--- src/rtl/me_fetch_ctrl.sv ---
// Sequencer for the motion-estimation datapath: fetch current block, fetch reference window,
// run SAD compute, hand off result. Define ME_FETCH_CTRL_PERF_EN to add perf_cycles_o.
module me_fetch_ctrl #(
  parameter int CUR_ROWS    = 8,
  parameter int REF_ROWS    = 23,
  parameter int CALC_CYCLES = 16,
  parameter int MAX_OUTST   = 4,
  parameter int ROW_W       = 5,
  parameter int POS_W       = 8
) (
  input  logic             clk_i,
  input  logic             rst_i,
  input  logic             start_i,
  input  logic [POS_W-1:0] blk_x_i,
  input  logic [POS_W-1:0] blk_y_i,
  output logic [POS_W-1:0] blk_x_o,
  output logic [POS_W-1:0] blk_y_o,
  output logic             busy_o,
  output logic             mem_req_o,
  output logic             mem_sel_o,
  output logic [ROW_W-1:0] mem_row_o,
  input  logic             mem_gnt_i,
  input  logic             mem_rvalid_i,
  output logic             cur_we_o,
  output logic [ROW_W-1:0] cur_row_o,
  output logic             ref_we_o,
  output logic [ROW_W-1:0] ref_row_o,
  output logic             calc_en_o,
  output logic [ROW_W-1:0] calc_cnt_o,
  output logic             res_valid_o,
  input  logic             res_ready_i,
  output logic             done_o,
  output logic             err_o
`ifdef ME_FETCH_CTRL_PERF_EN
  ,
  output logic [15:0]      perf_cycles_o
`endif
);

  // One extra bit so the issue counter can reach the row count itself.
  localparam int CNT_W = ROW_W + 1;
  localparam logic [CNT_W-1:0] CUR_N     = CNT_W'(CUR_ROWS);
  localparam logic [CNT_W-1:0] REF_N     = CNT_W'(REF_ROWS);
  localparam logic [CNT_W-1:0] OUT_N     = CNT_W'(MAX_OUTST);
  localparam logic [ROW_W-1:0] CALC_LAST = ROW_W'(CALC_CYCLES - 1);

  typedef enum logic [2:0] {
    ST_IDLE,
    ST_FETCH_CUR,
    ST_FETCH_REF,
    ST_COMPUTE,
    ST_RESULT
  } state_t;

  state_t           state_reg;
  logic [CNT_W-1:0] issued_reg;
  logic [CNT_W-1:0] returned_reg;
  logic [ROW_W-1:0] calc_cnt_reg;
  logic [POS_W-1:0] blk_x_reg;
  logic [POS_W-1:0] blk_y_reg;
  logic             err_reg;

  logic             in_fetch;
  logic             grant;
  logic             accept;
  logic             last_ret;
  logic [CNT_W-1:0] rows;
  logic [CNT_W-1:0] outstanding;

  always_comb begin
    in_fetch    = (state_reg == ST_FETCH_CUR) || (state_reg == ST_FETCH_REF);
    rows        = (state_reg == ST_FETCH_REF) ? REF_N : CUR_N;
    outstanding = issued_reg - returned_reg;
    mem_req_o   = in_fetch && (issued_reg < rows) && (outstanding < OUT_N);
    grant       = mem_req_o && mem_gnt_i;
    // A return with nothing outstanding is stray and must not move any counter.
    accept      = in_fetch && mem_rvalid_i && (issued_reg != returned_reg);
    last_ret    = accept && (returned_reg == rows - CNT_W'(1));
  end

  always_ff @(posedge clk_i or posedge rst_i) begin
    if (rst_i) begin
      state_reg    <= ST_IDLE;
      issued_reg   <= '0;
      returned_reg <= '0;
      calc_cnt_reg <= '0;
      blk_x_reg    <= '0;
      blk_y_reg    <= '0;
      err_reg      <= 1'b0;
    end else begin
      if (mem_rvalid_i && !accept) begin
        err_reg <= 1'b1;
      end
      case (state_reg)
        ST_IDLE: begin
          if (start_i) begin
            blk_x_reg    <= blk_x_i;
            blk_y_reg    <= blk_y_i;
            issued_reg   <= '0;
            returned_reg <= '0;
            state_reg    <= ST_FETCH_CUR;
          end
        end
        ST_FETCH_CUR, ST_FETCH_REF: begin
          if (last_ret) begin
            issued_reg   <= '0;
            returned_reg <= '0;
            state_reg    <= (state_reg == ST_FETCH_CUR) ? ST_FETCH_REF : ST_COMPUTE;
          end else begin
            if (grant) begin
              issued_reg <= issued_reg + CNT_W'(1);
            end
            if (accept) begin
              returned_reg <= returned_reg + CNT_W'(1);
            end
          end
        end
        ST_COMPUTE: begin
          if (calc_cnt_reg == CALC_LAST) begin
            calc_cnt_reg <= '0;
            state_reg    <= ST_RESULT;
          end else begin
            calc_cnt_reg <= calc_cnt_reg + ROW_W'(1);
          end
        end
        ST_RESULT: begin
          if (res_ready_i) begin
            state_reg <= ST_IDLE;
          end
        end
        default: state_reg <= ST_IDLE;
      endcase
    end
  end

  assign blk_x_o     = blk_x_reg;
  assign blk_y_o     = blk_y_reg;
  assign busy_o      = (state_reg != ST_IDLE);
  assign mem_sel_o   = (state_reg == ST_FETCH_REF);
  assign mem_row_o   = issued_reg[ROW_W-1:0];
  assign cur_we_o    = accept && (state_reg == ST_FETCH_CUR);
  assign cur_row_o   = (state_reg == ST_FETCH_CUR) ? returned_reg[ROW_W-1:0] : '0;
  assign ref_we_o    = accept && (state_reg == ST_FETCH_REF);
  assign ref_row_o   = (state_reg == ST_FETCH_REF) ? returned_reg[ROW_W-1:0] : '0;
  assign calc_en_o   = (state_reg == ST_COMPUTE);
  assign calc_cnt_o  = calc_cnt_reg;
  assign res_valid_o = (state_reg == ST_RESULT);
  assign done_o      = (state_reg == ST_RESULT) && res_ready_i;
  assign err_o       = err_reg;

`ifdef ME_FETCH_CTRL_PERF_EN
  logic [15:0] perf_cnt_reg;
  logic [15:0] perf_out_reg;
  logic [15:0] perf_inc;

  // Counts busy cycles; the handshake cycle itself is included via perf_inc.
  assign perf_inc = (perf_cnt_reg == 16'hFFFF) ? perf_cnt_reg : perf_cnt_reg + 16'd1;

  always_ff @(posedge clk_i or posedge rst_i) begin
    if (rst_i) begin
      perf_cnt_reg <= '0;
      perf_out_reg <= '0;
    end else if (state_reg == ST_IDLE) begin
      if (start_i) begin
        perf_cnt_reg <= '0;
      end
    end else begin
      perf_cnt_reg <= perf_inc;
      if (done_o) begin
        perf_out_reg <= perf_inc;
      end
    end
  end

  assign perf_cycles_o = perf_out_reg;
`endif

endmodule

--- config.mk ---
export PLATFORM = sky130hd
export DESIGN_NAME = me_fetch_ctrl
export DESIGN_NICKNAME = d
export VERILOG_FILES = /design/src/rtl/me_fetch_ctrl.sv
export SDC_FILE = /design/constraint.sdc
export NUM_CORES = 1
export LEC_CHECK = 0
export BUFFER_PORTS_ARGS = -buffer_cell sky130_fd_sc_hd__clkbuf_2
export CAP_MARGIN = 10
export CORE_MARGIN = 2
export CORE_UTILIZATION = 44
export DETAILED_ROUTE_END_ITERATION = 12
export GPL_ROUTABILITY_DRIVEN = 0
export MAX_ROUTING_LAYER = met4
export PLACE_DENSITY = 0.7
export REMOVE_ABC_BUFFERS = 1
export SLEW_MARGIN = 5
export SYNTH_ARGS = -nofsm -noshare
export SYNTH_HDL_FRONTEND = slang
export SYNTH_SLANG_ARGS = --single-unit
--- constraint.sdc ---
create_clock -name clk_i -period 6.18 [get_ports clk_i]
set_input_delay 1.236 -clock clk_i [delete_from_list [all_inputs] [get_ports clk_i]]
set_output_delay 1.236 -clock clk_i [all_outputs]
set_load 0.05 [all_outputs]
# Word-level counts from Yosys, hierarchy flattened
# Cells that the tools add are included.
# W data, S select, Z words.
totals:
  register_bits: 37
  in_bits: 22
  wordCells: 64
op_classes:
  add_sub_neg: 5
  order_cmp: 2
  eq_ne: 13
  muxes: 17
  n_reduce_logical: 20
ops:
  columns: ["op", "n"]
  rows:
  - ["$mux W6", 5]
  - ["$pmux W6 S2", 2]
  - ["$mux W5", 4]
  - ["$add A6 B1 Y6 const B", 2]
  - ["$mux W3", 4]
  - ["$pmux W3 S4", 1]
  - ["$logic_and A1 B1 Y1", 10]
  - ["$eq A3 B2 Y1 const B", 2]
  - ["$eq A6 B6 Y1", 1]
  - ["$lt A6 B3 Y1 const B", 1]
  - ["$lt A6 B5 Y1", 1]
  - ["$ne A3 B3 Y1 const B", 2]
  - ["$ne A6 B6 Y1", 1]
  - ["$reduce_and A3 Y1", 2]
  - ["$sub A5 B1 Y6 const B", 1]
  - ["$sub A6 B6 Y6", 1]
  - ["$add A5 B1 Y5 const B", 1]
  - ["$eq A5 B4 Y1 const B", 1]
  - ["$ne A2 B1 Y1 const B", 2]
  - ["$ne A2 B2 Y1 const B", 2]
  - ["$reduce_and A4 Y1", 1]
  - ["$eq A3 B1 Y1 const B", 1]
  - ["$eq A3 B3 Y1 const B", 1]
  - ["$logic_not A3 Y1", 1]
  - ["7 further kinds", 7]

# Longest topological paths before layout
# Gate-level depths: netlist of run 1.
logic_depth:
  depth_word: 9
  ltp_mapped: 11
  mapped_depth_nobuf: 10

# Least setup slack after synthesis of run 1
# No wires, ideal clock.
synth_timing:
  path_kind: "input to output"
  startpoint: "input port mem_rvalid_i"
  endpoint: "output port ref_we_o"
  t_arrival_ns: 2.072
  required_ns: 4.944
  path_slack_ns: 2.872
  path_stages: 3
  n_path_buf: 0
  path_cell_list: "o31a_2 nand2_1 nor2_1"
synth_via:
  elab_chain_cells: 3
synth_rtl:
  columns: ["item", "line", "source"]
  rows:
  - ["start, declared", "23", "input logic mem_rvalid_i,"]
  - ["$logic_and A1 B1 Y1 (2 in series)", "77", "accept = in_fetch && mem_rvalid_i && (issued_reg != returned_reg);"]
  - ["$logic_and A1 B1 Y1", "143", "assign ref_we_o = accept && (state_reg == ST_FETCH_REF);"]
  - ["end, declared", "26", "output logic ref_we_o,"]
# Every way passes these cells.

# Final worst setup path of run 1
layout_timing:
  startpoint: "register state_reg[0]"
  endpoint: "output port mem_req_o"
layout_via:
  elab_chain_cells: 5
  elab_cells_between_ends: 7
  cone_classes: "order compare (1); eq/ne (2); mux (1); reduce/logical (3)"
layout_rtl:
  columns: ["item", "line", "source"]
  rows:
  - ["start, declared", "55", "state_t state_reg;"]
  - ["start signal, assigned", "108", "state_reg <= (state_reg == ST_FETCH_CUR) ? ST_FETCH_REF : ST_COMPUTE;"]
  - ["$eq A3 B2 Y1", "71, 72", null]
  - ["$mux W5", "72", "rows = (state_reg == ST_FETCH_REF) ? REF_N : CUR_N;"]
  - ["$lt A6 B5 Y1", "74", "mem_req_o = in_fetch && (issued_reg < rows) && (outstanding < OUT_N);"]
  - ["$logic_and A1 B1 Y1 * (2 in series)", "74", null]
  - ["end, declared", "19", "output logic mem_req_o,"]
# Every way passes the cells marked *; elsewhere a longest branch is shown, timed or not.

==> reports/results.ini, run 1 <==
[outcome]
status = finished, final reports clean

[cts]
hold_buffers = 0
cts.sinks = 37
cts_buffers = 5
cts_tree = built
cts_resized = 0
cts_root_buf = clkbuf_8
cts_buffer_depth = 2
clkSlewWorstSetupHoldPaths_ps = 80
post-cts-setup-buffer-count = 0
clk_latency_ps = 290
htreeDepth = 2

[drt]
routed_wl_um = 4604
drt-wirelength-per-cell_um = 13.42
drc = 0
first_pass_iters = 4
ant_nets = 0
viasPerCell = 5.149
first_iter_violations = 73
dr_total_vias = 1766

[synth]
syn-mean-instance-area_um2 = 10.35
yosysTopAreaCell = dfrtp_1
synth_cells = 209
synth_top_area_share = 0.4280
seq_area_frac_synth = 0.4280
synthTopCellsByArea = dfrtp_1, ha_1, mux2_1
yosys_warnings = 0
synth-edff-count = 0
ys_types = 49
synth_seq_cells = 37
syn-cell-area_um2 = 2163
yosys-top-cells-count = dfrtp_1, nor2_1, inv_1, nand2_1, ha_1
post-synth-top-count-cell = dfrtp_1
synthFlopType = dfrtp_1
async_flop_share = 1.000

[critical_path]
cp.arrival_ps = 2480
critical_path_class = reg -> out
crit_path_start_kind = register
crit_path_top_delay_cell = dfrtp_1
cpPeakStageDelay_ps = 500
rrSetupSlack_ps = 3530
worstPathRequired_ps = 4940
path_cells = nor2_1, nand2_1, inv_2, ha_1, nand4b_1, a211oi_1, a21oi_4, o211a_1, clkbuf_2
crit_fanout = 10
end_kind = output pin

[placement]
io_buffers = 66
pre_cts_ws_ps = 2831
dp_hpwl_um = 3546

[power_and_ir_drop]
power_leakage_uw = 0.001314
p_int_uw = 747.1
power_frac_comb = 0.579
swShare = 0.5142
ir_drop_mv = 0.2197
power_frac_clock = 0.163
power.switching_uw = 790.6
p_per_area_nw_per_um2 = 576.4
seqPwrFrac = 0.258

[floorplanning]
die_h_um = 74.12
start_util = 0.4580
dieArea_um2 = 5494
io_pins = 67
dieWidth_um = 74.12
design.core.area_um2 = 4723
rows = 25

[timing]
holdWs_ps = 472.6
hold_viol = 0
setup_viol = 0
period_share = 0.6010
max_freq_mhz = 269.2
relSlewSlack = 0.5570
fin_tns_setup_ps = 0
period_needed_ps = 3714
worst_slew_pin_slew_ps = 663.0
rsz0062_at_grt = no
fin_ws_ps = 2466
skew_ps = 5.258
slew_viol_final = 0

[layout]
diodes = 0
utilization = 0.5648
fill_cells = 430
drive_above_1_share = 0.3370
nets = 311
syn_to_final_growth_pct = 23.31

[grt]
grt_pass1_vias = 1600
grt_use_total = 0.1871
grt_overflow = 0
grt_util_met2 = 0.2867
grtUsageMet3 = 0.04607
grt_first_pass_wirelength_um = 7617
grt_use_met1 = 0.2433
antenna_found_initial = 0
grt_max_degree = 38
grt_busiest_layer = met2

[flow_run]
max-cap-violations = 0

[hold_path]
hold_class = reg -> reg

[area by class of cell]
| class | instances | area (um2) | share of cell area |
|---|---|---|---|
| Multi-Input combinational cell | 147 | 1115 | 0.4179 |
| Inverter | 16 | 60.06 | 0.02251 |
| Clock inverter | 3 | 68.82 | 0.02580 |
| Clock buffer | 5 | 68.82 | 0.02580 |
| Tap cell | 67 | 83.83 | 0.03143 |
| Timing Repair Buffer | 68 | 345.3 | 0.1295 |
| Sequential cell | 37 | 925.9 | 0.3471 |
[logic make-up (layout without fill, tap and decap cells)]
logic type	after synthesis	in the layout	share of synthesized area
and+or+nand+nor	71	71	0.1787
DFF	37	37	0.4280
buffers and inverters	25	92	0.05668
muxes	18	18	0.09312
AOI/OAI and AO/OA	35	35	0.1226
xor gates and xnor gates	9	9	0.03991
adders and majority gates	14	14	0.08097
[metrics by stage]
step           power [uW]  std cells  area [um2]
6_report             1538        343        2668
5_1_grt              1643        343        2668
4_1_cts              1550        343        2668
3_5_place_dp         1295        335        2530
3_3_place_gp         1281        335        2530
2_1_floorplan        1095        200        2101
[layer usage]
layer | part of all wire | vias to the layer above
met1 | 0.46 | 847
met4 | 0.011 | 0
met2 | 0.49 | 40
li1 | - | 875
met3 | 0.037 | 4
met5 | 0 | -
[path summary, 6_finish.rpt]
path / endpoint / depth (start not counted) / startpoint
min: err_o / 1 / err_o
max: mem_req_o / 9 / state_reg[0]
min in group asynchronous: blk_x_o[1] / 3 / rst_i
min reg2reg: err_o / 1 / err_o
max reg2reg: state_reg[0] / 9 / state_reg[0]
max in group asynchronous: calc_cnt_o[3] / 3 / rst_i
[power groups by stage]
stage	logic [uW]	registers (uW)	clock network, uW
2_1_floorplan	467	628	0
3_3_place_gp	882	399	0
3_5_place_dp	891	404	0
4_1_cts	893	398	259
5_1_grt	964	411	269
6_report	890	397	251
[cells in the final DEF (no fill, tap or decap), types with 4 or more instances in the layout]
| cell type | Yosys | layout |
|---|---|---|
| mux2_2 | 8 | 8 |
| ha_1 | 14 | 14 |
| mux2_1 | 9 | 9 |
| nand2_1 | 15 | 15 |
| dfrtp_1 | 37 | 37 |
| nand3_1 | 12 | 12 |
| xnor2_1 | 6 | 6 |
| clkbuf_8 | 0 | 5 |
| o21ai_0 | 5 | 5 |
| nor2_1 | 17 | 17 |
| clkbuf_2 | 0 | 66 |
| inv_1 | 15 | 15 |
| and2_1 | 5 | 5 |
| o21a_1 | 4 | 4 |
[critical path: cells and delay by family (launching register included)]
family / cells / cell delay (ps)
AND/OR/NAND/NOR: 3 / 420
flip-flops: 1 / 500
AO/OA/AOI/OAI: 3 / 600
buffers and inverters: 2 / 350
adder cells (fa/ha/maj): 1 / 310
Note: power is estimated with default switching activity, not from simulation.
==> run 2, diff against run 1 <==
Settings changed: ABC_AREA from default to 1.
Clock period 6.18 ns to 3.5 ns, I/O delays scaled along.
==> reports/results.ini, run 2 <==
[cts]
hold_buffers = 0
cts_buffers = 5
cts_root_buf = clkbuf_8
cts.sinks = 37
htreeDepth = 2
cts_buffer_depth = 2
cts_resized = 0
post-cts-setup-buffer-count = 0
clk_latency_ps = 290
cts_tree = built
clkSlewWorstSetupHoldPaths_ps = 70

[synth]
synthFlopType = dfrtp_1
yosys_warnings = 0
yosys-top-cells-count = nand2_1, dfrtp_1, inv_1
yosysTopAreaCell = dfrtp_1
synth_seq_cells = 37
synthTopCellsByArea = dfrtp_1, nand2_1, ha_1
synth-edff-count = 0
ys_types = 32
syn-cell-area_um2 = 2258
async_flop_share = 1.000
syn-mean-instance-area_um2 = 7.630
synth_top_area_share = 0.4100
synth_cells = 296
seq_area_frac_synth = 0.4100
post-synth-top-count-cell = nand2_1

[placement]
pre_cts_ws_ps = 694.3
io_buffers = 66
dp_hpwl_um = 3972

[grt]
antenna_found_initial = 0
grt_first_pass_wirelength_um = 8459
grt_overflow = 0
grt_max_degree = 21
grt_use_total = 0.2017
grt_pass1_vias = 1900

[hold_path]
hold_class = reg -> reg
min_path_cells = 1
min-delay-start = err_o
min_to = err_o

[drt]
first_iter_violations = 92
ant_nets = 0
dr_total_vias = 2081
viasPerCell = 4.784
drc = 0
first_pass_iters = 4
routed_wl_um = 5141
drt-wirelength-per-cell_um = 11.82

[floorplanning]
io_pins = 67
dieWidth_um = 75.65
rows = 26
dieArea_um2 = 5722
die_h_um = 75.65
design.core.area_um2 = 5042
start_util = 0.4479

[power_and_ir_drop]
ir_drop_mv = 0.7647
power.switching_uw = 1304
seqPwrFrac = 0.269
power_leakage_uw = 0.001565
power_frac_comb = 0.575
p_per_area_nw_per_um2 = 884.7
p_int_uw = 1140
power_frac_clock = 0.156
swShare = 0.5336

[critical_path]
end_kind = output pin
crit_path_top_delay_cell = dfrtp_1
cp.arrival_ps = 2410
crit_path_start_kind = register
reg2reg_depth = 14
critical_path_class = reg -> out
crit_fanout = 9
rrSetupSlack_ps = 1080
r2r_start = state_reg[0]
path_cells = nor2_4, nand2_4, inv_1, ha_1, nand4_1, nand3_2, nor2_2, nand2_2, nor2_4, and2_1, clkbuf_2
crit_top_cell = nor2_4
worstPathRequired_ps = 2800
r2r_end = returned_reg[0]
cpPeakStageDelay_ps = 460

[layout]
final_cell_mix = nand2_1, clkbuf_2, dfrtp_1, inv_1, nor2_1
diodes = 0
syn_to_final_growth_pct = 22.33
nets = 400
drive_above_1_share = 0.2658
mostFrequentLayoutCell = nand2_1

[timing]
skew_ps = 3.435
period_share = 0.8899
setup_viol = 0
period_needed_ps = 3115
hold_viol = 0
holdWs_ps = 469.3
relSlewSlack = 0.5353
max_freq_mhz = 321.1
fin_tns_setup_ps = 0
rsz0062_at_grt = no
slew_viol_final = 0
fin_ws_ps = 385.4
worst_slew_pin_slew_ps = 696.4

[flow_run]
max-cap-violations = 0

[outcome]
status = finished, final reports clean

==> run 2: cell count changes after synthesis, sizes merged, moves of 6 or more <==
cell	before	now
a21oi	4	11
inv	16	37
mux2	17	0
nand2	15	106
nand3	12	18
nand4	1	7
nor2	18	35
==> run 2: cells by family after synthesis <==
kind of cell | Yosys count | synth area share
xor gates and xnor gates | 5 | 0.01939
and+or+nand+nor | 175 | 0.3623
AOI/OAI and AO/OA | 21 | 0.04930
buffers and inverters | 44 | 0.08144
adders and majority gates | 14 | 0.07756
DFF | 37 | 0.4100
==> run 2: worst max-delay path: cells and delay by family (launching register included) <==
family | cells | cell delay (ps)
buf+inv | 2 | 430
simple gates | 8 | 960
fa+ha+maj | 1 | 260
flops | 1 | 460
==> run 2: worst max path at each step <==
stage                       startpoint        end  slack (ps)
final                     state_reg[0]  mem_req_o         390
after global routing      state_reg[0]  mem_req_o         210
after CTS                 state_reg[0]  mem_req_o         380
after detailed placement  state_reg[0]  mem_req_o         690
after global placement    state_reg[0]  mem_req_o         760
after floorplan           state_reg[0]  mem_req_o         460
==> run 2: layer usage <==
layer | vias up | track usage | share of wire
met5 | - | - | 0
met4 | 0 | 0.07018 | 0.018
met3 | 9 | 0.05423 | 0.079
met2 | 72 | 0.2995 | 0.44
met1 | 936 | 0.2673 | 0.46
li1 | 1064 | - | -
==> run 2: through the flow <==
step	util	instances	cell area [um2]	total power [uW]
floorplan	-	289	2213	1759
global placement	0.5248	427	2646	2057
detailed placement	0.5248	427	2646	2068
CTS	0.5479	435	2763	2461
global route	0.5479	435	2763	2643
finish	0.5479	435	2763	2444
==> run 2: layout make-up <==
type,instances,area [um2]
inverters,37,138.9
multi-input cells,215,1149
fillers,494,2280
repair buffers,68,345.3
clock buffers,7,86.33
well taps,70,87.58
flip-flops and latches,37,925.9
clock inverters,1,30.03
==> run 2: power by group through the flow <==
| stage | Combinational [uW] | Clock, uW | Sequential, uW |
|---|---|---|---|
| 6_report | 1410 | 382 | 657 |
| 2_1_floorplan | 758 | 0 | 1000 |
| 3_3_place_gp | 1390 | 0 | 663 |
| 3_5_place_dp | 1410 | 0 | 659 |
| 4_1_cts | 1410 | 393 | 657 |
| 5_1_grt | 1560 | 411 | 675 |
